[config.mk]
export PLATFORM = sky130hd
export DESIGN_NAME = multi_cycle_control
export DESIGN_NICKNAME = d
export VERILOG_FILES = /design/src/rtl/multicpu_pkg.sv /design/src/rtl/alu_decoder.sv /design/src/rtl/multi_cycle_control.sv
export SDC_FILE = /design/constraint.sdc
export NUM_CORES = 1
export LEC_CHECK = 0
export ABC_CLOCK_PERIOD_IN_PS = 1150
export BUFFER_PORTS_ARGS = -buffer_cell sky130_fd_sc_hd__buf_2
export CORE_ASPECT_RATIO = 0.8
export CORE_UTILIZATION = 41
export CTS_CLUSTER_SIZE = 30
export DETAILED_ROUTE_END_ITERATION = 16
export GPL_TIMING_DRIVEN = 0
export MAX_ROUTING_LAYER = met4
export PLACE_DENSITY = 0.75
export SETUP_SLACK_MARGIN = 0.02
export SLEW_MARGIN = 20
export SYNTH_ARGS = -nofsm -noshare
export SYNTH_HDL_FRONTEND = slang
export SYNTH_SLANG_ARGS = --single-unit
[constraint.sdc]
create_clock -name CLK -period 1.15 [get_ports CLK]
set_input_delay 0.0575 -clock CLK [delete_from_list [all_inputs] [get_ports CLK]]
set_output_delay 0.0575 -clock CLK [all_outputs]
set_load 0.02 [all_outputs]
[src/rtl/multicpu_pkg.sv]
// Shared encodings for the multi-cycle CPU control path: states, opcodes,
// funct codes, ALU control codes and datapath select codes.
package multicpu_pkg;

  typedef enum logic [3:0] {
    S_FETCH  = 4'd0,
    S_DECODE = 4'd1,
    S_MEMADR = 4'd2,
    S_MEMRD  = 4'd3,
    S_MEMWB  = 4'd4,
    S_MEMWR  = 4'd5,
    S_EXEC_R = 4'd6,
    S_ALUWB  = 4'd7,
    S_BRANCH = 4'd8,
    S_EXEC_I = 4'd9,
    S_JUMP   = 4'd10
  } state_t;

  typedef enum logic [1:0] {
    ALU_OP_ADD   = 2'd0,
    ALU_OP_SUB   = 2'd1,
    ALU_OP_OR    = 2'd2,
    ALU_OP_FUNCT = 2'd3
  } alu_op_t;

  localparam logic [5:0] OP_RTYPE = 6'b000000;
  localparam logic [5:0] OP_LW    = 6'b100011;
  localparam logic [5:0] OP_SW    = 6'b101011;
  localparam logic [5:0] OP_BEQ   = 6'b000100;
  localparam logic [5:0] OP_BNE   = 6'b000101;
  localparam logic [5:0] OP_ADDI  = 6'b001000;
  localparam logic [5:0] OP_ORI   = 6'b001101;
  localparam logic [5:0] OP_J     = 6'b000010;

  localparam logic [5:0] FN_ADD = 6'b100000;
  localparam logic [5:0] FN_SUB = 6'b100010;
  localparam logic [5:0] FN_AND = 6'b100100;
  localparam logic [5:0] FN_OR  = 6'b100101;
  localparam logic [5:0] FN_SLT = 6'b101010;
  localparam logic [5:0] FN_SLL = 6'b000000;

  localparam logic [3:0] ALU_AND = 4'b0000;
  localparam logic [3:0] ALU_OR  = 4'b0001;
  localparam logic [3:0] ALU_ADD = 4'b0010;
  localparam logic [3:0] ALU_SUB = 4'b0110;
  localparam logic [3:0] ALU_SLT = 4'b0111;
  localparam logic [3:0] ALU_SLL = 4'b1100;

  localparam logic [1:0] SRCA_PC = 2'b00;
  localparam logic [1:0] SRCA_A  = 2'b01;
  localparam logic [1:0] SRCA_B  = 2'b10;

  localparam logic [1:0] SRCB_B      = 2'b00;
  localparam logic [1:0] SRCB_FOUR   = 2'b01;
  localparam logic [1:0] SRCB_IMM    = 2'b10;
  localparam logic [1:0] SRCB_IMM_SH = 2'b11;

  localparam logic [1:0] PCSRC_ALU    = 2'b00;
  localparam logic [1:0] PCSRC_ALUOUT = 2'b01;
  localparam logic [1:0] PCSRC_JUMP   = 2'b10;

endpackage

[src/rtl/alu_decoder.sv]
// Maps an ALU operation class and the R-type funct field to the ALU control
// code, and flags funct values the datapath does not implement.
module alu_decoder
  import multicpu_pkg::*;
(
  input  logic [5:0] funct,
  input  alu_op_t    alu_op,
  output logic [3:0] alu_control,
  output logic       funct_legal
);

  logic [3:0] funct_control;

  always_comb begin
    funct_control = ALU_ADD;
    funct_legal   = 1'b1;
    case (funct)
      FN_ADD:  funct_control = ALU_ADD;
      FN_SUB:  funct_control = ALU_SUB;
      FN_AND:  funct_control = ALU_AND;
      FN_OR:   funct_control = ALU_OR;
      FN_SLT:  funct_control = ALU_SLT;
      FN_SLL:  funct_control = ALU_SLL;
      default: funct_legal   = 1'b0;
    endcase
  end

  always_comb begin
    alu_control = ALU_ADD;
    case (alu_op)
      ALU_OP_ADD:   alu_control = ALU_ADD;
      ALU_OP_SUB:   alu_control = ALU_SUB;
      ALU_OP_OR:    alu_control = ALU_OR;
      ALU_OP_FUNCT: alu_control = funct_control;
      default:      alu_control = ALU_ADD;
    endcase
  end

endmodule

[src/rtl/multi_cycle_control.sv]
// Main control FSM of the multi-cycle CPU: sequences fetch/decode/execute/
// memory/writeback and drives the datapath selects and write enables.
//
// state  | meaning
// FETCH  | read instruction at PC into IR, PC <- PC + 4
// DECODE | dispatch on Op, precompute branch target into ALUOut
// MEMADR | compute load/store address A + Imm
// MEMRD  | read data memory at ALUOut
// MEMWB  | write MDR into rt
// MEMWR  | write B to data memory at ALUOut
// EXEC_R | R-type ALU operation
// ALUWB  | write ALUOut into rd (R-type) or rt (I-type)
// BRANCH | compare A and B, conditionally load PC from ALUOut
// EXEC_I | addi / ori ALU operation
// JUMP   | load PC with jump target
module multi_cycle_control
  import multicpu_pkg::*;
(
  input  logic       CLK,
  input  logic       Reset,
  input  logic [5:0] Op,
  input  logic [5:0] Funct,
  input  logic       ZF,
  output logic       PCEn,
  output logic       IorD,
  output logic       IRWrite,
  output logic       MemWrite,
  output logic       RegWrite,
  output logic       RegDst,
  output logic       MemtoReg,
  output logic       ExtOp,
  output logic [1:0] ALUSrcA,
  output logic [1:0] ALUSrcB,
  output logic [3:0] ALUControl,
  output logic [1:0] PCSrc,
  output logic       Illegal,
  output logic [3:0] State
);

  state_t     state, state_next;
  alu_op_t    alu_op;
  logic       alu_active;
  logic [3:0] dec_control;
  logic       funct_legal;

  alu_decoder u_alu_decoder (
    .funct       (Funct),
    .alu_op      (alu_op),
    .alu_control (dec_control),
    .funct_legal (funct_legal)
  );

  always_ff @(posedge CLK) begin
    if (Reset) state <= S_FETCH;
    else       state <= state_next;
  end

  assign State      = state;
  assign ALUControl = alu_active ? dec_control : ALU_AND;

  always_comb begin
    state_next = S_FETCH;
    PCEn       = 1'b0;
    IorD       = 1'b0;
    IRWrite    = 1'b0;
    MemWrite   = 1'b0;
    RegWrite   = 1'b0;
    RegDst     = 1'b0;
    MemtoReg   = 1'b0;
    ExtOp      = 1'b1;
    ALUSrcA    = SRCA_PC;
    ALUSrcB    = SRCB_B;
    PCSrc      = PCSRC_ALU;
    Illegal    = 1'b0;
    alu_op     = ALU_OP_ADD;
    alu_active = 1'b0;

    case (state)
      S_FETCH: begin
        IRWrite    = 1'b1;
        PCEn       = 1'b1;
        ALUSrcB    = SRCB_FOUR;
        alu_active = 1'b1;
        state_next = S_DECODE;
      end
      S_DECODE: begin
        ALUSrcB    = SRCB_IMM_SH;
        alu_active = 1'b1;
        case (Op)
          OP_LW, OP_SW:    state_next = S_MEMADR;
          OP_BEQ, OP_BNE:  state_next = S_BRANCH;
          OP_ADDI, OP_ORI: state_next = S_EXEC_I;
          OP_J:            state_next = S_JUMP;
          OP_RTYPE: begin
            if (funct_legal) state_next = S_EXEC_R;
            else             Illegal    = 1'b1;
          end
          default:         Illegal    = 1'b1;
        endcase
      end
      S_MEMADR: begin
        ALUSrcA    = SRCA_A;
        ALUSrcB    = SRCB_IMM;
        alu_active = 1'b1;
        state_next = (Op == OP_LW) ? S_MEMRD : S_MEMWR;
      end
      S_MEMRD: begin
        IorD       = 1'b1;
        state_next = S_MEMWB;
      end
      S_MEMWB: begin
        RegWrite = 1'b1;
        MemtoReg = 1'b1;
      end
      S_MEMWR: begin
        IorD     = 1'b1;
        MemWrite = 1'b1;
      end
      S_EXEC_R: begin
        alu_op     = ALU_OP_FUNCT;
        alu_active = 1'b1;
        state_next = S_ALUWB;
        // sll shifts rt (B) by shamt, which sits in Imm[10:6]
        if (Funct == FN_SLL) begin
          ALUSrcA = SRCA_B;
          ALUSrcB = SRCB_IMM;
        end else begin
          ALUSrcA = SRCA_A;
          ALUSrcB = SRCB_B;
        end
      end
      S_ALUWB: begin
        RegWrite = 1'b1;
        RegDst   = (Op == OP_RTYPE);
      end
      S_BRANCH: begin
        ALUSrcA    = SRCA_A;
        alu_op     = ALU_OP_SUB;
        alu_active = 1'b1;
        PCSrc      = PCSRC_ALUOUT;
        PCEn       = (Op == OP_BNE) ? ~ZF : ZF;
      end
      S_EXEC_I: begin
        ALUSrcA    = SRCA_A;
        ALUSrcB    = SRCB_IMM;
        alu_active = 1'b1;
        state_next = S_ALUWB;
        if (Op == OP_ORI) begin
          alu_op = ALU_OP_OR;
          ExtOp  = 1'b0;
        end
      end
      S_JUMP: begin
        PCSrc = PCSRC_JUMP;
        PCEn  = 1'b1;
      end
      default: Illegal = 1'b1;
    endcase

    if (Reset) begin
      PCEn     = 1'b0;
      IRWrite  = 1'b0;
      MemWrite = 1'b0;
      RegWrite = 1'b0;
      Illegal  = 1'b0;
    end
  end

endmodule

==> impl_metrics.env, run 1 <==
export IMPL_synthFlopType="dfxtp_1"
export IMPL_place_congestion=0.830
export IMPL_synth_cells=115
export IMPL_synth_top_area_share_pct=10.1
export IMPL_post_place_ws_ns=-0.407
export IMPL_synth_avg_cell_area_um2=6.91
export IMPL_async_reset_ff_share_pct=0
export IMPL_yosysUniqueCellTypes=46
export IMPL_lastStage="global routing"
export IMPL_endpoint_type="top-level output"
export IMPL_die_w_um=51.2
export IMPL_seq_area_frac_synth_pct=10.1
export IMPL_die_h_um=41.4
export IMPL_synth_top_area_cell="dfxtp_1"
export IMPL_yosys_cell_count_top_type="nor2_1"
export IMPL_pin_count=38
export IMPL_error_line="[ERROR DPL-0038] Utilization greater than 100%, impossible to legalize"
export IMPL_initial_core_util_pct=46.1
export IMPL_status="stopped before the end"
export IMPL_synth_fp_nets=130
export IMPL_clock_path_buffers=2
export IMPL_numPortBuffers=34
export IMPL_grt_worst_endpoint="ALUControl[2]"
export IMPL_synth_warnings=0
export IMPL_h_tree_depth=1
export IMPL_dp_cells=171
export IMPL_grt_max_degree=11
export IMPL_clock_root_buffer="clkbuf_4"
export IMPL_cts_buffers=3
export IMPL_cts_sinks=4
export IMPL_synth_edf_count=0
export IMPL_ys_top_cells_by_count="14 x nor2_1, 11 x nor3_1, 9 x nand2_1"
export IMPL_synthTopCellsByArea="dfxtp_1 10%, nor3_1 6.9%, nor2_1 6.6%"
export IMPL_synth_seq_cells=4
export IMPL_rows=13
export IMPL_mappedNetlistArea_um2=795
export IMPL_postCtsHoldBufs=0
export IMPL_dp_hpwl_um=1860
metrics by stage:
step                area [um^2]  util, %  TNS (ns)  hold slack [ns]
global placement           1120     65.2     -3.14            0.370
CTS                        1600     93.0     -5.26            0.116
floorplan                   926        -     -1.88            0.229
detailed placement         1120     65.2     -3.25            0.366
logic make-up after synthesis:
kind of cell    count (synthesis)  synth area share, %
compound gates                 28                 24.3
xor+xnor                        4                 4.41
simple gates                   64                 46.0
buf+inv                        15                 15.3
flops                           4                 10.1
repair_timing:
action,in CTS
resized for setup,85
setup endpoints to repair,22
pin swaps,20
setup buffers,16
cloned,2
==> run 2, diff against run 1 <==
==> config.mk (replaced) <==
export PLATFORM = sky130hd
export DESIGN_NAME = multi_cycle_control
export DESIGN_NICKNAME = d
export VERILOG_FILES = /design/src/rtl/multicpu_pkg.sv /design/src/rtl/alu_decoder.sv /design/src/rtl/multi_cycle_control.sv
export SDC_FILE = /design/constraint.sdc
export NUM_CORES = 1
export LEC_CHECK = 0
export ABC_CLOCK_PERIOD_IN_PS = 1500
export BUFFER_PORTS_ARGS = -buffer_cell sky130_fd_sc_hd__buf_2
export CORE_AREA = 2 2 63 65
export DETAILED_ROUTE_END_ITERATION = 16
export DIE_AREA = 0 0 65 67
export GPL_TIMING_DRIVEN = 0
export PLACE_DENSITY_LB_ADDON = 0.15
export SLEW_MARGIN = 20
export SYNTH_ARGS = -nofsm -noshare
export SYNTH_HDL_FRONTEND = slang
export SYNTH_SLANG_ARGS = --single-unit
==> constraint.sdc (replaced) <==
create_clock -name CLK -period 1.5 [get_ports CLK]
set_input_delay 0.075 -clock CLK [delete_from_list [all_inputs] [get_ports CLK]]
set_output_delay 0.075 -clock CLK [all_outputs]
set_load 0.02 [all_outputs]
==> run 2 against run 1 <==
The flow now finishes, with violations (setup timing). Synthesized cell count unchanged. Synthesized area unchanged.
==> impl_metrics.env, run 2 <==
export IMPL_grt_max_degree=11
export IMPL_seq_area_frac_synth_pct=10.1
export IMPL_drtAntennaViolNets=0
export IMPL_setup_violations=4
export IMPL_dp_cells=197
export IMPL_end_kind="output pin"
export IMPL_worstMarginPinSlew_ns=0.404
export IMPL_skew_ns=0.00467
export IMPL_yosys_cell_count_top_type="nor2_1"
export IMPL_synth_warnings=0
export IMPL_synthFlopType="dfxtp_1"
export IMPL_drtPass1Iterations=4
export IMPL_post_place_ws_ns=-0.116
export IMPL_fillers=391
export IMPL_rsz0062_at_grt="true"
export IMPL_hp_class="primary input to flip-flop"
export IMPL_largest_reg_flops=4
export IMPL_final_cell_mix="30 x buf_2, 9 x nor3_1, 9 x nor2_1, 9 x nand2_1, 8 x buf_4"
export IMPL_status="complete, but fails checks"
export IMPL_synthTopCellsByArea="dfxtp_1 10%, nor3_1 6.9%, nor2_1 6.6%"
export IMPL_cts_tree="yes"
export IMPL_overflow=0
export IMPL_clock_root_buffer="clkbuf_8"
export IMPL_crit_type="flip-flop to output pin"
export IMPL_place_congestion=0.848
export IMPL_final_layout_size_suffix_gt1_share_pct=51.0
export IMPL_maxSlewHeadroom_pct=72.9
export IMPL_wl_per_cell_um=13.7
export IMPL_arrival_ns=1.55
export IMPL_whs_ns=0.148
export IMPL_cap_violations=0
export IMPL_dp_hpwl_um=2080
export IMPL_grt_usage_pct=13.3
export IMPL_violations="setup timing"
export IMPL_final_cells=205
export IMPL_mappedNetlistArea_um2=795
export IMPL_vdd_ir_drop_max_mv=0.147
export IMPL_cts_sinks=4
export IMPL_initial_core_util_pct=22.0
export IMPL_fmax_mhz=616
export IMPL_clock_latency_ns=0.22
export IMPL_pwr_density_cell_nw_per_um2=437
export IMPL_synth_seq_cells=4
export IMPL_antenna_diode_count=0
export IMPL_synth_top_area_cell="dfxtp_1"
export IMPL_clk_pin_slew_ns=0.04
export IMPL_async_reset_ff_share_pct=0
export IMPL_routed_via_density=4.92
export IMPL_reg2reg_depth=6
export IMPL_layout_commonest_cell="buf_2"
export IMPL_antenna_found_initial=0
export IMPL_synth_cells=115
export IMPL_postCtsHoldBufs=0
export IMPL_crit_path_start_kind="flip-flop"
export IMPL_cts_buffers=3
export IMPL_die_w_um=65
export IMPL_synth_avg_cell_area_um2=6.91
export IMPL_drt_iter0_drc=40
export IMPL_leakage_nw=0.488
export IMPL_nets=173
export IMPL_finalHoldViolCount=0
export IMPL_min_path_cells=3
export IMPL_ys_top_cells_by_count="14 x nor2_1, 11 x nor3_1, 9 x nand2_1"
export IMPL_synthToLayoutAreaGrowth_pct=55.4
export IMPL_multiInputGateArea_um2=667
export IMPL_worst_slack_ns=-0.124
export IMPL_period_minus_slack_ns=1.62
export IMPL_wl_um=2810
export IMPL_slew_viol_final=0
export IMPL_cp_max_fo=5
export IMPL_period_share_pct=108
export IMPL_seq_area_um2=95.1
export IMPL_numPortBuffers=34
export IMPL_synth_edf_count=0
export IMPL_grt_pass1_vias=966
export IMPL_core_area_um2=3610
export IMPL_grt_pass1_wl_um=4510
export IMPL_cp_data_required_time_ns=1.42
export IMPL_synth_top_area_share_pct=10.1
export IMPL_drc_errors=0
export IMPL_die_h_um=67
export IMPL_rows=22
export IMPL_h_tree_depth=1
export IMPL_synth_fp_nets=130
export IMPL_clock_path_buffers=2
export IMPL_pin_count=38
export IMPL_dr_total_vias=1008
export IMPL_yosysUniqueCellTypes=46
export IMPL_dieArea_um2=4360
==> run 2: cell counts after synthesis <==
No cell type changed its count.
==> run 2: worst paths after layout <==
| kind | from | to | slack (ns) |
|---|---|---|---|
| setup / recovery | State[1] | ALUControl[2] | -0.12 |
| hold / removal | Reset | State[0] | 0.15 |
| setup reg to reg | State[1] | State[2] | 0.16 |
| hold reg to reg | State[3] | State[3] | 0.63 |
==> run 2: cell type report <==
type | instances | area share, %
Multi-Input combinational cell | 96 | 54.0
Timing Repair Buffer | 42 | 20.7
Buffer | 8 | 8.00
Sequential cell | 4 | 7.70
Tap cell | 48 | 4.86
Clock buffer | 4 | 3.65
Inverter | 3 | 1.11
==> run 2: report_power, final <==
group	internal (mW)	switching [mW]
logic	0.0834	0.100
registers	0.105	0.00879
clock network	0.182	0.0606
total	0.370	0.169
==> run 2: per-layer routing <==
layer / GRT usage (%) / wire [um] / part of all wire, %
met1: 17.5 / 1290 / 46
met2: 21.4 / 1320 / 47
met3: 2.03 / 163 / 5.8
met4: 5.59 / 34 / 1.2
met5: 0 / 0 / 0
==> run 2: what timing repair did <==
action	CTS	global route
gates cloned	0	0
buffers inserted	4	4
gates resized for setup	14	18
endpoints found under the setup margin	11	9
endpoints found under the hold margin	0	0
pin swaps	3	2
==> run 2: critical path, stage by stage (launching register included) <==
cell	delay [ns]
dfxtp_4	0.37
inv_4	0.04
or4_1	0.51
o22a_1	0.21
nor2_4	0.09
buf_6	0.12
==> run 2: cell families (layout without fill, tap and decap cells) <==
| family | count (synthesis) | count (layout) | synth area share (%) |
|---|---|---|---|
| AND/OR/NAND/NOR | 64 | 64 | 46.0 |
| AO/OA/AOI/OAI | 28 | 28 | 24.3 |
| buffers and inverters | 15 | 57 | 15.3 |
| XOR/XNOR | 4 | 4 | 4.41 |
| flip-flops | 4 | 4 | 10.1 |
==> run 2: per-stage QoR <==
step	instance area, um^2	setup TNS (ns)	utilization [%]	total power, mW
floorplan	841	-0.0146	-	0.232
global placement	1070	-0.220	29.7	0.287
detailed placement	1070	-0.208	29.7	0.289
CTS	1160	-0.423	32.2	0.538
global route	1230	-0.527	34.2	0.574
finish	1230	-0.297	34.2	0.540
Note: power is estimated with default switching activity, not from simulation.
